$ cat config.mk
export PLATFORM = sky130hd
export DESIGN_NAME = dest_track_pipe
export DESIGN_NICKNAME = d
export VERILOG_FILES = /design/src/rtl/dest_track_pipe.sv
export SDC_FILE = /design/constraint.sdc
export NUM_CORES = 1
export LEC_CHECK = 0
export BUFFER_PORTS_ARGS = -buffer_cell sky130_fd_sc_hd__buf_2
export CORE_MARGIN = 2
export CORE_UTILIZATION = 42
export CTS_CLUSTER_SIZE = 10
export DETAILED_ROUTE_END_ITERATION = 10
export PLACE_DENSITY = 0.7
export REMOVE_ABC_BUFFERS = 1
export SETUP_SLACK_MARGIN = 0.4
export SLEW_MARGIN = 20
export SYNTH_ARGS = -nofsm -noshare
export SYNTH_HDL_FRONTEND = slang
export SYNTH_SLANG_ARGS = --single-unit
$ cat constraint.sdc
create_clock -name clk -period 1.9 [get_ports clk]
set_input_delay 0.095 -clock clk [delete_from_list [all_inputs] [get_ports clk]]
set_output_delay 0.095 -clock clk [all_outputs]
set_load 0.05 [all_outputs]
$ cat src/rtl/dest_track_pipe.sv
// Carries decoded Rs/Rt/Rd, RegWrite and valid through ID/EX, EX/MEM and MEM/WB
// for the hazard unit, injects bubbles on stall/flush and watches stall runs.
module dest_track_pipe #(
    parameter int REG_W     = 3,
    parameter int CNT_W     = 16,
    parameter int STALL_MAX = 8
) (
    input  logic             clk,
    input  logic             rst,
    input  logic             dec_valid,
    input  logic [REG_W-1:0] dec_rs,
    input  logic [REG_W-1:0] dec_rt,
    input  logic [REG_W-1:0] dec_rd,
    input  logic             dec_reg_write,
    input  logic             insert_nop,
    input  logic             flush,
    output logic [REG_W-1:0] id_ex_rs,
    output logic [REG_W-1:0] id_ex_rt,
    output logic [REG_W-1:0] id_ex_rd,
    output logic             id_ex_wr,
    output logic             id_ex_valid,
    output logic [REG_W-1:0] ex_mem_rs,
    output logic [REG_W-1:0] ex_mem_rt,
    output logic [REG_W-1:0] ex_mem_rd,
    output logic             ex_mem_wr,
    output logic             ex_mem_valid,
    output logic [REG_W-1:0] mem_wb_rs,
    output logic [REG_W-1:0] mem_wb_rt,
    output logic [REG_W-1:0] mem_wb_rd,
    output logic             mem_wb_wr,
    output logic             mem_wb_valid,
    output logic             fd_hold,
    output logic [CNT_W-1:0] stall_cnt,
    output logic             stall_timeout
);

    typedef struct packed {
        logic [REG_W-1:0] rs;
        logic [REG_W-1:0] rt;
        logic [REG_W-1:0] rd;
        logic             wr;
        logic             valid;
    } stage_t;

    typedef enum logic [1:0] {RUN, STALL, TIMEOUT} state_t;

    stage_t     id_ex_d, id_ex_q, ex_mem_q, mem_wb_q;
    logic [CNT_W-1:0] cnt_d, cnt_q;
    state_t     state_d, state_q;
    logic [7:0] run_d, run_q;
    logic       timeout_d, timeout_q;

    // Gated by rst so the PC/IF-ID hold drops the moment reset asserts.
    assign fd_hold = rst & insert_nop & ~flush;

    always_comb begin
        // NOTE: default first so every path assigns id_ex_d; otherwise a latch is inferred.
        id_ex_d = '0;
        if (!flush && !insert_nop) begin
            id_ex_d.rs    = dec_rs;
            id_ex_d.rt    = dec_rt;
            id_ex_d.rd    = dec_rd;
            id_ex_d.valid = dec_valid;
            id_ex_d.wr    = dec_reg_write & dec_valid;
        end
    end

    assign cnt_d = (fd_hold && cnt_q != '1) ? cnt_q + CNT_W'(1) : cnt_q;

    always_comb begin
        state_d   = state_q;
        run_d     = run_q;
        timeout_d = timeout_q;
        unique case (state_q)
            RUN: begin
                run_d = 8'd0;
                if (fd_hold) begin
                    if (STALL_MAX <= 1) begin
                        state_d   = TIMEOUT;
                        timeout_d = 1'b1;
                    end else begin
                        state_d = STALL;
                        run_d   = 8'd1;
                    end
                end
            end
            STALL: begin
                if (!fd_hold) begin
                    state_d = RUN;
                    run_d   = 8'd0;
                end else if (int'(run_q) + 1 >= STALL_MAX) begin
                    state_d   = TIMEOUT;
                    run_d     = 8'd0;
                    timeout_d = 1'b1;
                end else begin
                    run_d = run_q + 8'd1;
                end
            end
            TIMEOUT: begin
                run_d = 8'd0;
                if (!fd_hold) state_d = RUN;
            end
            default: begin
                state_d = RUN;
                run_d   = 8'd0;
            end
        endcase
    end

    // NOTE: sequential state uses non-blocking assignments so every register samples pre-edge values.
    always_ff @(posedge clk or negedge rst) begin
        if (!rst) begin
            id_ex_q   <= '0;
            ex_mem_q  <= '0;
            mem_wb_q  <= '0;
            cnt_q     <= '0;
            state_q   <= RUN;
            run_q     <= 8'd0;
            timeout_q <= 1'b0;
        end else begin
            id_ex_q   <= id_ex_d;
            ex_mem_q  <= id_ex_q;
            mem_wb_q  <= ex_mem_q;
            cnt_q     <= cnt_d;
            state_q   <= state_d;
            run_q     <= run_d;
            timeout_q <= timeout_d;
        end
    end

    assign id_ex_rs      = id_ex_q.rs;
    assign id_ex_rt      = id_ex_q.rt;
    assign id_ex_rd      = id_ex_q.rd;
    assign id_ex_wr      = id_ex_q.wr;
    assign id_ex_valid   = id_ex_q.valid;
    assign ex_mem_rs     = ex_mem_q.rs;
    assign ex_mem_rt     = ex_mem_q.rt;
    assign ex_mem_rd     = ex_mem_q.rd;
    assign ex_mem_wr     = ex_mem_q.wr;
    assign ex_mem_valid  = ex_mem_q.valid;
    assign mem_wb_rs     = mem_wb_q.rs;
    assign mem_wb_rt     = mem_wb_q.rt;
    assign mem_wb_rd     = mem_wb_q.rd;
    assign mem_wb_wr     = mem_wb_q.wr;
    assign mem_wb_valid  = mem_wb_q.valid;
    assign stall_cnt     = cnt_q;
    assign stall_timeout = timeout_q;

endmodule

==> flow_summary_export.csv <==
group,metric,value,unit
outcome,status,"finished, violations left",
outcome,violations,"negative hold slack",
cells_and_area,nNetsFinal,290,
cells_and_area,fin_cells,347,
sta,fin_crit,1650,ps
cells_and_area,regArea,1510,sq um
global_route,grt_pass1_vias,1621,
synth,synth-simple-area-share,19.6,%
place,dp_hpwl,3020,um
sta,max_freq,605,MHz
sta,final.setup.worst_slack,247,ps
cells_and_area,area.growth.synth_to_final,44.3,%
power,power_leakage,1.67,nW
synth,synthXorXnorAreaFrac,5.07,%
cts,htree_num_levels,3,
power,clkPwrFrac,39.1,%
floorplan,die_h,77.1,um
floorplan,io_pins,66,
cts,root_buffer,"clkbuf_8",
synth,ys_seq_area_share,66.8,%
place,post_dp_cell_area,2680,sq um
sta,tightest_slew,728,ps
route,ant_nets,0,
cells_and_area,fin_area,3240,sq um
sta,period_share,87.0,%
floorplan,initial_core_util,43.7,%
setup_path,crit_fanout,4,
global_route,grt_max_degree,61,
cts,clock_sinks,60,
route,vias,1633,
global_route,grt_pass1_wl,7770,um
sta,grt_setup_unrepaired,"yes",
power,sequentialPowerShare,39.6,%
route,drc,0,
synth,synthAdderAreaFrac,1.67,%
floorplan,dieArea,5950,sq um
floorplan,coreArea,5140,sq um
synth,synth_compound_gate_area_share,4.34,%
global_route,grtUsageTotal,17.0,%
cells_and_area,drive_above_1_share,44.4,%
synth,synth_cells,166,
route,wl,4790,um
sta,slew_violations,0,
cts,cts_tree,"yes",
job,maxCapViolCount,0,
cells_and_area,diodes,0,
cells_and_area,fillCellCount,411,
sta,whs,-8.98,ps
place,finalWeightedCongestion,0.859,
cts,clk_path_buf_depth,2,
cells_and_area,final_common_cell,"buf_2",
setup_path,critPathLaunchType,"register",
cts,clk_latency,330,ps
setup_path,crit_path_end_kind,"register",
cts,cts_made_buffers,9,
route,drtIter0Drc,68,
synth,synth_top_family_by_area,"simple AND/OR/NAND/NOR gates",
route,wl_per_cell,13.8,um
power,p_comb_share,21.3,%
floorplan,dieWidth,77.1,um
power,peakVddDrop,1.11,mV
cells_and_area,final_core_util,63.1,%
sta,maxSlewHeadroom,51.4,%
place,io_buffers,65,
synth,muxShareOfSynthArea,1.50,%
setup_path,cp.arrival,1870,ps
power,p_sw_share,30.1,%
place,dp_slack,62.7,ps
sta,hold_viol,37,
power,power.internal,2.59,mW
place,dp_cells,304,
power,power_density,1140,nW/um^2
sta,finalClockSkew,3.73,ps
floorplan,fp-row-count,26,
sta,finalSetupViolCount,0,
power,total_power,3.71,mW
route,viasPerCell,4.71,
setup_path,path_class,"register to register",
cts,cts.clk_slew.worst_paths,70,ps
global_route,overflow,0,
power,p_sw,1.12,mW
global_route,antenna_found_initial,0,
worst_hold_path,hp-class,"primary input to asynchronous set/reset pin",
cells_and_area,multi_input_area,815,sq um
synth,syn_area,2250,sq um
synth,synth_warnings,0,
setup_path,critPathRequiredTime,2120,ps
synth,yosys.cell_types.count,38,
synth,syn_avg_cell_area,13.5,sq um
route,drtPass1Iterations,4,
synth,ys_seq_elements,60,
cells_and_area,final_cell_mix,"buf_2 (65), dfrtp_1 (55), buf_4 (17), and2_1 (12)",
state kept, by name (all words and copies together) (netlist names), 2 cells and up:
register and count:
ex_mem_rd 3, ex_mem_rs 3, ex_mem_rt 3, id_ex_rd 3
id_ex_rs 3, id_ex_rt 3, mem_wb_rd 3, mem_wb_rs 3
mem_wb_rt 3, run_q 8, stall_cnt 16, state_q 2
through the flow:
| step | TNS [ps] | hold slack [ps] |
|---|---|---|
| 5_1_grt | 0 | 49.3 |
| 3_5_place_dp | 0 | 304 |
| 6_report | 0 | -8.98 |
| 2_1_floorplan | -82.2 | -201 |
| 4_1_cts | 0 | 5.10 |
| 3_3_place_gp | 0 | 302 |
power groups by stage:
stage	Clock (mW)	Sequential, mW	Combinational [mW]
2_1_floorplan	0	1.78	0.124
3_3_place_gp	0	1.49	0.595
3_5_place_dp	0	1.50	0.600
4_1_cts	1.48	1.46	0.718
5_1_grt	1.53	1.48	0.844
6_report	1.45	1.47	0.792
metal layers:
layer / track usage, % / up-vias / part of all wire (%)
li1: - / 786 / -
met1: 21.3 / 796 / 44
met2: 25.9 / 43 / 50
met3: 4.82 / 8 / 4.5
met4: 10.4 / 0 / 2.0
met5: 0 / - / 0
final timing paths:
| check | cells after the start | slack (ps) | to | startpoint |
|---|---|---|---|---|
| worst min-delay path | 2 | -9 | mem_wb_wr$_DFF_PN0_ | rst |
| worst min register to register | 0 | 370 | ex_mem_rs[2]$_DFF_PN0_ | id_ex_rs[2]$_DFF_PN0_ |
| worst max-delay path | 5 | 250 | stall_timeout$_DFFE_PN0P_ | run_q[1]$_DFF_PN0_ |
| max in group asynchronous | 2 | 1400 | stall_cnt[2]$_DFFE_PN0P_ | rst |
| min in group clk | 3 | 130 | state_q[1]$_DFFE_PN0P_ | rst |
| worst max register to register | 5 | 250 | stall_timeout$_DFFE_PN0P_ | run_q[1]$_DFF_PN0_ |
logic make-up after synthesis:
logic type,after synthesis
AOI/OAI and AO/OA,12
xor gates and xnor gates,13
adders and majority gates,3
buffers and inverters,5
DFF,60
muxes,3
other,1
and+or+nand+nor,69
area by class of cell:
cell class / instances / area share, %
sequential: 60 / 46.5
multi-input combinational: 105 / 25.1
timing repair buffer: 93 / 17.4
clock buffer: 11 / 4.67
clock inverter: 5 / 3.28
tap: 70 / 2.70
inverter: 3 / 0.347
synthesized netlist by cell type:
cell type   n  area [sq um]
nand4_1     6          37.5
o31a_1      1          8.76
dfrtp_1    60          1500
a31oi_1     1          6.26
clkbuf_1    2          7.51
o21a_1      1          7.51
xnor2_1     6          52.6
nand3b_4    1          20.0
xor2_1      7          61.3
nor4_2      2          25.0
nor3_1      6          30.0
a31o_1      1          8.76
a211oi_2    1          12.5
a211o_2     1          10.0
nand2b_1    3          18.8
nor3_2      3          30.0
nand4_2     1          12.5
or2_1       1          6.26
and4_1      2          17.5
nand2_1    10          37.5
a211oi_1    1          7.51
nand3_1     5          25.0
inv_1       3          11.3
and2_1     12          75.1
o2111ai_1   1          8.76
o2bb2ai_1   1          8.76
a21oi_1     2          10.0
nand4b_1    2          17.5
conb_1      1          3.75
and4_4      1          11.3
and4b_1     1          10.0
nor2_1      7          26.3
nor4b_1     1          8.76
or3_1       1          6.26
and3_1      4          25.0
a211o_1     1          8.76
mux2_1      3          33.8
ha_1        3          37.5
worst max-delay path: stages, from the launching register on:
cell,delay (ps)
dfrtp_1,410
ha_4,180
and4_4,150
a211o_1,280
a211o_4,350
a31o_1,180
repair_timing:
action,CTS,global route
buffers inserted,10,6
gates resized for setup,7,13
hold endpoints to repair,11,0
pin swaps,8,3
hold buffers,11,0
setup endpoints to repair,13,16
Note: power is estimated with default switching activity, not from simulation.
